===== config.mk =====
export PLATFORM = sky130hd
export DESIGN_NAME = data_hazard_unit_flat
export DESIGN_NICKNAME = d
export VERILOG_FILES = /design/src/rtl/data_hazard_unit_if.sv /design/src/rtl/data_hazard_unit.sv /design/src/flat_wrapper.sv
export SDC_FILE = /design/constraint.sdc
export NUM_CORES = 1
export LEC_CHECK = 0
export BUFFER_PORTS_ARGS = -buffer_cell sky130_fd_sc_hd__buf_2
export CORE_MARGIN = 4
export CORE_UTILIZATION = 50
export DETAILED_ROUTE_END_ITERATION = 12
export GPL_TIMING_DRIVEN = 0
export PLACE_DENSITY = 0.86
export SYNTH_ARGS = -nofsm -noshare
export SYNTH_HDL_FRONTEND = slang
export SYNTH_SLANG_ARGS = --single-unit

===== constraint.sdc =====
create_clock -name clk_i -period 2.9 [get_ports clk_i]
set_clock_uncertainty 0.05 [all_clocks]
set_input_delay 0 -clock clk_i [delete_from_list [all_inputs] [get_ports clk_i]]
set_output_delay 0 -clock clk_i [all_outputs]
set_load 0.005 [all_outputs]

===== src/rtl/data_hazard_unit_if.sv =====
// ID-stage hazard interface: decoded operands and controller flags in; stall/bubble and trace flags out.
// sb_valid_o exposes the scoreboard valid bits {WB, MEM, EX} for tracing.
interface data_hazard_unit_if;
    // No valid/ready handshake here: id_valid_i qualifies every ID field in the same cycle, and
    // stall_o/bubble_o answer combinationally in that cycle; flush_i overrides any stall.
    logic       id_valid_i;
    logic [4:0] id_rs1_i;
    logic [4:0] id_rs2_i;
    logic [4:0] id_rd_i;
    logic       id_detect_r1_i;
    logic       id_detect_r2_i;
    logic       id_regfile_we_i;
    logic       flush_i;
    logic       stall_o;
    logic       bubble_o;
    logic       hazard_rs1_o;
    logic       hazard_rs2_o;
    logic [2:0] sb_valid_o;

    modport master (
        output id_valid_i, id_rs1_i, id_rs2_i, id_rd_i,
        output id_detect_r1_i, id_detect_r2_i, id_regfile_we_i, flush_i,
        input  stall_o, bubble_o, hazard_rs1_o, hazard_rs2_o, sb_valid_o
    );

    modport slave (
        input  id_valid_i, id_rs1_i, id_rs2_i, id_rd_i,
        input  id_detect_r1_i, id_detect_r2_i, id_regfile_we_i, flush_i,
        output stall_o, bubble_o, hazard_rs1_o, hazard_rs2_o, sb_valid_o
    );
endinterface


===== src/rtl/data_hazard_unit.sv =====
// Stall-based RAW hazard resolver: tracks in-flight writers in EX/MEM/WB and holds ID until they retire.
// Optional STALL_CNT_EN adds a saturating stall-cycle counter on stall_cnt_o.
module data_hazard_unit #(
    parameter int WB_FWD = 1,
    parameter int CNT_W  = 32
) (
    input  logic             clk_i,
    input  logic             rst_n_i,
    data_hazard_unit_if.slave hz
`ifdef STALL_CNT_EN
    ,
    output logic [CNT_W-1:0] stall_cnt_o
`endif
);

    // With same-cycle regfile write-through, the WB entry is already visible to ID.
    localparam bit WbHazard = (WB_FWD == 0);

    logic       ex_v, mem_v, wb_v;
    logic [4:0] ex_rd, mem_rd, wb_rd;
    logic       wr;
    logic       hz1, hz2;
    logic       stall, bubble;

    always_comb begin
        wr  = hz.id_valid_i & hz.id_regfile_we_i & (hz.id_rd_i != 5'd0);
        hz1 = hz.id_valid_i & hz.id_detect_r1_i & (hz.id_rs1_i != 5'd0) &
              ((ex_v  & (ex_rd  == hz.id_rs1_i)) |
               (mem_v & (mem_rd == hz.id_rs1_i)) |
               (wb_v  & (wb_rd  == hz.id_rs1_i) & WbHazard));
        hz2 = hz.id_valid_i & hz.id_detect_r2_i & (hz.id_rs2_i != 5'd0) &
              ((ex_v  & (ex_rd  == hz.id_rs2_i)) |
               (mem_v & (mem_rd == hz.id_rs2_i)) |
               (wb_v  & (wb_rd  == hz.id_rs2_i) & WbHazard));
        stall  = (hz1 | hz2) & ~hz.flush_i;
        bubble = stall | hz.flush_i;
    end

    assign hz.hazard_rs1_o = hz1;
    assign hz.hazard_rs2_o = hz2;
    assign hz.stall_o      = stall;
    assign hz.bubble_o     = bubble;
    assign hz.sb_valid_o   = {wb_v, mem_v, ex_v};

    // MEM and WB always advance; only the EX slot sees the bubble.
    always_ff @(posedge clk_i or negedge rst_n_i) begin
        if (!rst_n_i) begin
            ex_v   <= 1'b0;
            ex_rd  <= 5'd0;
            mem_v  <= 1'b0;
            mem_rd <= 5'd0;
            wb_v   <= 1'b0;
            wb_rd  <= 5'd0;
        end else begin
            if (bubble) begin
                ex_v  <= 1'b0;
                ex_rd <= 5'd0;
            end else begin
                ex_v  <= wr;
                ex_rd <= hz.id_rd_i;
            end
            mem_v  <= ex_v;
            mem_rd <= ex_rd;
            wb_v   <= mem_v;
            wb_rd  <= mem_rd;
        end
    end

`ifdef STALL_CNT_EN
    always_ff @(posedge clk_i or negedge rst_n_i) begin
        if (!rst_n_i) begin
            stall_cnt_o <= '0;
        end else if (stall && (stall_cnt_o != {CNT_W{1'b1}})) begin
            stall_cnt_o <= stall_cnt_o + 1'b1;
        end
    end
`endif

endmodule


===== src/flat_wrapper.sv =====
// flat-port wrapper written by rule: the top's interface ports become plain ports
module data_hazard_unit_flat 
#(
    parameter int WB_FWD = 1,
    parameter int CNT_W  = 32
)
  (clk_i, rst_n_i, hz_id_valid_i, hz_id_rs1_i, hz_id_rs2_i, hz_id_rd_i, hz_id_detect_r1_i, hz_id_detect_r2_i, hz_id_regfile_we_i, hz_flush_i, hz_stall_o, hz_bubble_o, hz_hazard_rs1_o, hz_hazard_rs2_o, hz_sb_valid_o);
  data_hazard_unit_if hz_i ();
  input  logic clk_i;
  input  logic rst_n_i;
  input wire logic [$bits(hz_i.id_valid_i)-1:0] hz_id_valid_i;
  input wire logic [$bits(hz_i.id_rs1_i)-1:0] hz_id_rs1_i;
  input wire logic [$bits(hz_i.id_rs2_i)-1:0] hz_id_rs2_i;
  input wire logic [$bits(hz_i.id_rd_i)-1:0] hz_id_rd_i;
  input wire logic [$bits(hz_i.id_detect_r1_i)-1:0] hz_id_detect_r1_i;
  input wire logic [$bits(hz_i.id_detect_r2_i)-1:0] hz_id_detect_r2_i;
  input wire logic [$bits(hz_i.id_regfile_we_i)-1:0] hz_id_regfile_we_i;
  input wire logic [$bits(hz_i.flush_i)-1:0] hz_flush_i;
  output wire logic [$bits(hz_i.stall_o)-1:0] hz_stall_o;
  output wire logic [$bits(hz_i.bubble_o)-1:0] hz_bubble_o;
  output wire logic [$bits(hz_i.hazard_rs1_o)-1:0] hz_hazard_rs1_o;
  output wire logic [$bits(hz_i.hazard_rs2_o)-1:0] hz_hazard_rs2_o;
  output wire logic [$bits(hz_i.sb_valid_o)-1:0] hz_sb_valid_o;
  assign hz_i.id_valid_i = hz_id_valid_i;
  assign hz_i.id_rs1_i = hz_id_rs1_i;
  assign hz_i.id_rs2_i = hz_id_rs2_i;
  assign hz_i.id_rd_i = hz_id_rd_i;
  assign hz_i.id_detect_r1_i = hz_id_detect_r1_i;
  assign hz_i.id_detect_r2_i = hz_id_detect_r2_i;
  assign hz_i.id_regfile_we_i = hz_id_regfile_we_i;
  assign hz_i.flush_i = hz_flush_i;
  assign hz_stall_o = hz_i.stall_o;
  assign hz_bubble_o = hz_i.bubble_o;
  assign hz_hazard_rs1_o = hz_i.hazard_rs1_o;
  assign hz_hazard_rs2_o = hz_i.hazard_rs2_o;
  assign hz_sb_valid_o = hz_i.sb_valid_o;
  data_hazard_unit #(.WB_FWD(WB_FWD), .CNT_W(CNT_W)) u_core (.clk_i(clk_i), .rst_n_i(rst_n_i), .hz(hz_i));
endmodule

---- After elaboration in Yosys (flattened, before gate mapping) ----
Cells that the tools add are included.
operators by class
  equality and inequality tests ........... 4
  multiplexer cells ....................... 2
  bitwise operators ....................... 18
  reduce and logical (&&, ||, !) cells .... 3
operator list
  operator            number
  $eq A5 B5 Y1        4
  $reduce_bool A5 Y1  3
  $and A1 B1 Y1       13
  $mux W5             1
  $or A1 B1 Y1        4
  $mux W1             1
  $not A1 Y1          1
word-level totals
  register bits after elaboration ......... 13
  bits of input ports ..................... 22
  output and inout port bits .............. 7
  logic and storage cells ................. 32

---- Depth between registers and ports, before layout ----
  depth after elaboration ................. 8
  depth in mapped cells ................... 5
  mapped depth without buffers ............ 5

---- Worst setup path before layout ----
OpenSTA, ideal clock, no wires.
  path type ............................... reg2reg
  start ................................... reg u_core.ex_rd[2]
  end ..................................... reg u_core.ex_rd[0]
  library setup time ...................... 0.121 ns
  arrival ................................. 1.216 ns
  required time ........................... 2.729 ns
  setup slack ............................. 1.514 ns
  cell stages (with the launch flop) ...... 6
  buffers on the path ..................... 0
  period minus slack after synthesis ...... 1.386 ns
  path through ............................ dfrtp_1 -> xnor2_1 -> nand4_1 -> o22ai_1 -> a22oi_4 -> and3b_2
between the ends
  cells in the longest elaborated chain, start to end .. 8
  elaborated cells on any way between the ends .. 12
  those cells by class .................... eq/ne: 2; mux: 1; bitwise: 9
RTL lines
  what                              line                                            source
  from (decl)                       data_hazard_unit.sv:20                          logic [4:0] ex_rd, mem_rd, wb_rd;
  from (signal assigned)            data_hazard_unit.sv:60                          ex_rd <= hz.id_rd_i;
  $eq A5 B5 Y1 (on tied branches)   data_hazard_unit.sv:28, data_hazard_unit.sv:32
  $and A1 B1 Y1 (on tied branches)  data_hazard_unit.sv:28, data_hazard_unit.sv:32
  $or A1 B1 Y1 (on tied branches)   data_hazard_unit.sv:28, data_hazard_unit.sv:32
  $and A1 B1 Y1 (on tied branches)  data_hazard_unit.sv:27, data_hazard_unit.sv:31
  $or A1 B1 Y1 *                    data_hazard_unit.sv:35                          stall = (hz1 | hz2) & ~hz.flush_i;
  $and A1 B1 Y1 *                   data_hazard_unit.sv:35
  $or A1 B1 Y1 *                    data_hazard_unit.sv:36                          bubble = stall | hz.flush_i;
  $mux W5 *                         data_hazard_unit.sv:55                          if (bubble) begin
Mark *: on every way between the ends. The rest lies on a longest branch, timed or not.

---- Worst setup path in the final report ----
  start ................................... reg u_core.mem_rd[0]
  end ..................................... reg u_core.ex_v
between the ends
  cells in the longest elaborated chain, start to end .. 8
  elaborated cells on any way between the ends .. 12
  those cells by class .................... eq/ne: 2; mux: 1; bitwise: 9
RTL lines
  what                              line                                            source
  from (decl)                       data_hazard_unit.sv:20
  from (signal assigned)            data_hazard_unit.sv:63                          mem_rd <= ex_rd;
  $eq A5 B5 Y1 (on tied branches)   data_hazard_unit.sv:29, data_hazard_unit.sv:33
  $and A1 B1 Y1 (on tied branches)  data_hazard_unit.sv:29, data_hazard_unit.sv:33
  $or A1 B1 Y1 (on tied branches)   data_hazard_unit.sv:28, data_hazard_unit.sv:32
  $and A1 B1 Y1 (on tied branches)  data_hazard_unit.sv:27, data_hazard_unit.sv:31
  $or A1 B1 Y1 *                    data_hazard_unit.sv:35
  $and A1 B1 Y1 *                   data_hazard_unit.sv:35
  $or A1 B1 Y1 *                    data_hazard_unit.sv:36
  $mux W1 *                         data_hazard_unit.sv:55
  to (signal assigned)              data_hazard_unit.sv:59                          ex_v <= wr;
  to (decl)                         data_hazard_unit.sv:19                          logic ex_v, mem_v, wb_v;
Marks and branches as above.

==> qor.log <==
qor: yosys.yosys.cell_types.count 18
qor: critical_path.crit_path_end_kind flop
qor: cells_and_area.area_growth 35.8%
qor: sta.period_needed 2100 ps
qor: critical_path.crit_type flop to flop
qor: clock_tree.cts_max_path_buffers 2
qor: sta.setup_ws 802 ps
qor: pwr.ir_worst_vdd 0.199 mV
qor: sta.timing.final.max_slew_violations 0
qor: yosys.netlist_top_cells_area sky130_fd_sc_hd__dfrtp_1 44%, sky130_fd_sc_hd__xnor2_1 24%, sky130_fd_sc_hd__and3b_2 6.7%
qor: cells_and_area.stdcell_count 118
qor: placed_design.finalWeightedCongestion 0.832
qor: drt.route.detailed.vias_per_inst 5.25
qor: critical_path.worst-endpoint-required 3000 ps
qor: clock_tree.clk_pin_slew 80 ps
qor: grt.grt_pass1_wl 2.66 mm
qor: pwr.total_leakage_power 0.000482 uW
qor: yosys.synthDominantCellAreaShare 43.8%
qor: sta.setup_viol_count_final 0
qor: yosys.synthDominantAreaCellType sky130_fd_sc_hd__dfrtp_1
qor: die.dieArea 2160 sq um
qor: clock_tree.tritoncts done
qor: die.floorplan.io_pins 29
qor: cells_and_area.post-route-cell-area 1010 sq um
qor: clock_tree.post_cts.repair.setup_buffers 0
qor: die.die_ht 46.5 um
qor: sta.rsz0062_at_grt false
qor: placed_design.post-place-ws 1320 ps
qor: drt.wl_per_cell 13.8 um
qor: grt.grt_use_met3 3.52%
qor: critical_path.path_max_fanout 8
qor: grt.antenna_found_initial 0
qor: drt.wire_length_after_detailed_routing 1.63 mm
qor: sta.post-route-period-util 72.3%
qor: placed_design.detailed_place.area 901 sq um
qor: sta.tightestPinTransition 316 ps
qor: grt.groute.layer.met1.usage 19.2%
qor: clock_tree.tritoncts.num_buffers 3
qor: placed_design.placed_cells 106
qor: clock_tree.cts.repair.resized 0
qor: drt.detail_route.drc_violations 0
qor: grt.grt_pass1_vias 656
qor: cells_and_area.final_cell_mix 28 x sky130_fd_sc_hd__buf_2, 20 x sky130_fd_sc_hd__xnor2_1, 13 x sky130_fd_sc_hd__dfrtp_1, 8 x sky130_fd_sc_hd__dlygate4sd3_1, 5 x sky130_fd_sc_hd__and3b_2
qor: yosys.postSynthAreaPerCell 11.8 sq um
qor: drt.detail-route-antenna-nets 0
qor: run.drv.max_cap_violation_count 0
qor: clock_tree.htree_levels 1
qor: yosys.synth_seq_area_share 43.8%
qor: cells_and_area.fillers 111
qor: yosys.synth.yosys.warnings 0
qor: cells_and_area.area.sequential 325 sq um
qor: yosys.netlist_area 742 sq um
qor: grt.grt_usage 17.7%
qor: cells_and_area.num_antenna_cells 0
qor: sta.relSlewSlack 78.9%
qor: drt.drt-initial-drc-count 6
qor: die.rows 13
qor: cells_and_area.mostFrequentLayoutCell sky130_fd_sc_hd__buf_2
qor: grt.peak_usage_layer_in_the_global_routing_report met2
qor: placed_design.dp_hpwl 1.29 mm
qor: grt.overflow 0
qor: drt.via_count 619
qor: sta.report.final.hold_viol_count 0
qor: cells_and_area.multi_input_comb_area 394 sq um
qor: placed_design.port_buffers 28
qor: sta.maxClockFrequency 477 MHz
qor: pwr.power_total 386 uW
qor: die.initial_utilization 55.0%
qor: grt.grt_start_max_net_pins 14
qor: clock_tree.cts.sink_count 13
qor: grt.grtUsageMet2 33.0%
qor: critical_path.cp-start-kind flop
qor: clock_tree.cts-root-buf sky130_fd_sc_hd__clkbuf_4
qor: clock_tree.clk_latency 270 ps
qor: critical_path.cp_data_arrival_time 2200 ps
qor: drt.drtPass1Iterations 4
qor: yosys.syn_nets 85
qor: yosys.synth-seq-cells 13
qor: die.fp.coreArea 1350 sq um
qor: pwr.powerDensity 383 nW/um^2
qor: die.fp.dieW 46.5 um
qor: sta.setup_tns 0 ps
qor: run_status.run_status completed
qor: cells_and_area.post_route_cells_drive_above_1_share 41.7%
qor: cells_and_area.nets 126
qor: yosys.synthesized_instance_count 63
qor: hold_path.worstHoldPathType primary input to async pin
qor: clock_tree.hold_buffers 8
where the power goes:
group          leakage (uW)  internal (uW)  switching [uW]
sequential         0.000169            190            8.94
combinational      0.000298           47.1            32.7
clock             0.0000150           53.2            53.8
total              0.000482            290            95.5
flip-flops by register name, summed over array words and instances, names as in the netlist:
register,cells
u_core.ex_rd,5
u_core.wb_v,1
u_core.mem_v,1
u_core.ex_v,1
u_core.mem_rd,5
cells in the mapped netlist:
master and n:
sky130_fd_sc_hd__xnor2_1 20, sky130_fd_sc_hd__nand2_1 4, sky130_fd_sc_hd__dfrtp_1 13, sky130_fd_sc_hd__or3_1 2
sky130_fd_sc_hd__nand2b_1 1, sky130_fd_sc_hd__and2_2 1, sky130_fd_sc_hd__o311a_1 1, sky130_fd_sc_hd__o211ai_1 1
sky130_fd_sc_hd__nand4_1 4, sky130_fd_sc_hd__o22ai_1 2, sky130_fd_sc_hd__nor2_1 1, sky130_fd_sc_hd__and3b_2 5
sky130_fd_sc_hd__a22oi_4 1, sky130_fd_sc_hd__nor3b_2 1, sky130_fd_sc_hd__and2_1 1, sky130_fd_sc_hd__o311a_4 1
sky130_fd_sc_hd__or4_1 1, sky130_fd_sc_hd__buf_4 3
metrics by stage:
step | utilization, % | hold WS (ps)
2_1_floorplan | - | -346
3_3_place_gp | 66.7 | -158
3_5_place_dp | 66.7 | -148
4_1_cts | 74.6 | 92.4
5_1_grt | 74.6 | 103
6_report | 74.6 | 87.8
per-layer routing:
layer  vias to the layer above  part of all wire, %
met5                         -                    0
met2                        26                   51
met3                         0                  8.7
li1                        300                    -
met1                       293                   40
met4                         0                    0
cell type report:
cell class | instances | area share (%)
plain buffers | 3 | 2.24
multi-input cells | 47 | 39.1
well taps | 15 | 1.86
clock buffers | 4 | 2.61
flip-flops and latches | 13 | 32.3
repair buffers | 36 | 21.9
worst paths after layout:
check	start	end	slack [ps]	cells after the start
max in group asynchronous	rst_n_i	u_core.mem_v	2480	2
hold reg to reg	u_core.ex_v	u_core.mem_v	390	0
setup / recovery	u_core.mem_rd[0]	u_core.ex_v	800	6
min in group clk_i	hz_id_detect_r1_i	u_core.ex_rd[3]	310	4
setup reg to reg	u_core.mem_rd[0]	u_core.ex_v	800	6
hold / removal	rst_n_i	u_core.mem_rd[4]	90	2
logic make-up (layout without fill, tap and decap cells):
group                  Yosys count  count (layout)  share of synthesized area, %
AO/OA/AOI/OAI                    6               6                          9.78
XOR/XNOR                        20              20                          23.6
buffers and inverters            3              43                          3.04
flip-flops                      13              13                          43.8
AND/OR/NAND/NOR                 21              21                          19.7
critical path, cell delays in order (launching register included):
cell and delay, ps:
sky130_fd_sc_hd__dfrtp_1 410, sky130_fd_sc_hd__xnor2_1 190, sky130_fd_sc_hd__nand4_1 140, sky130_fd_sc_hd__o22ai_1 310
sky130_fd_sc_hd__a22oi_4 160, sky130_fd_sc_hd__nor3b_2 180, sky130_fd_sc_hd__dlygate4sd3_1 550
No activity file was read; power rests on OpenSTA's default activity.
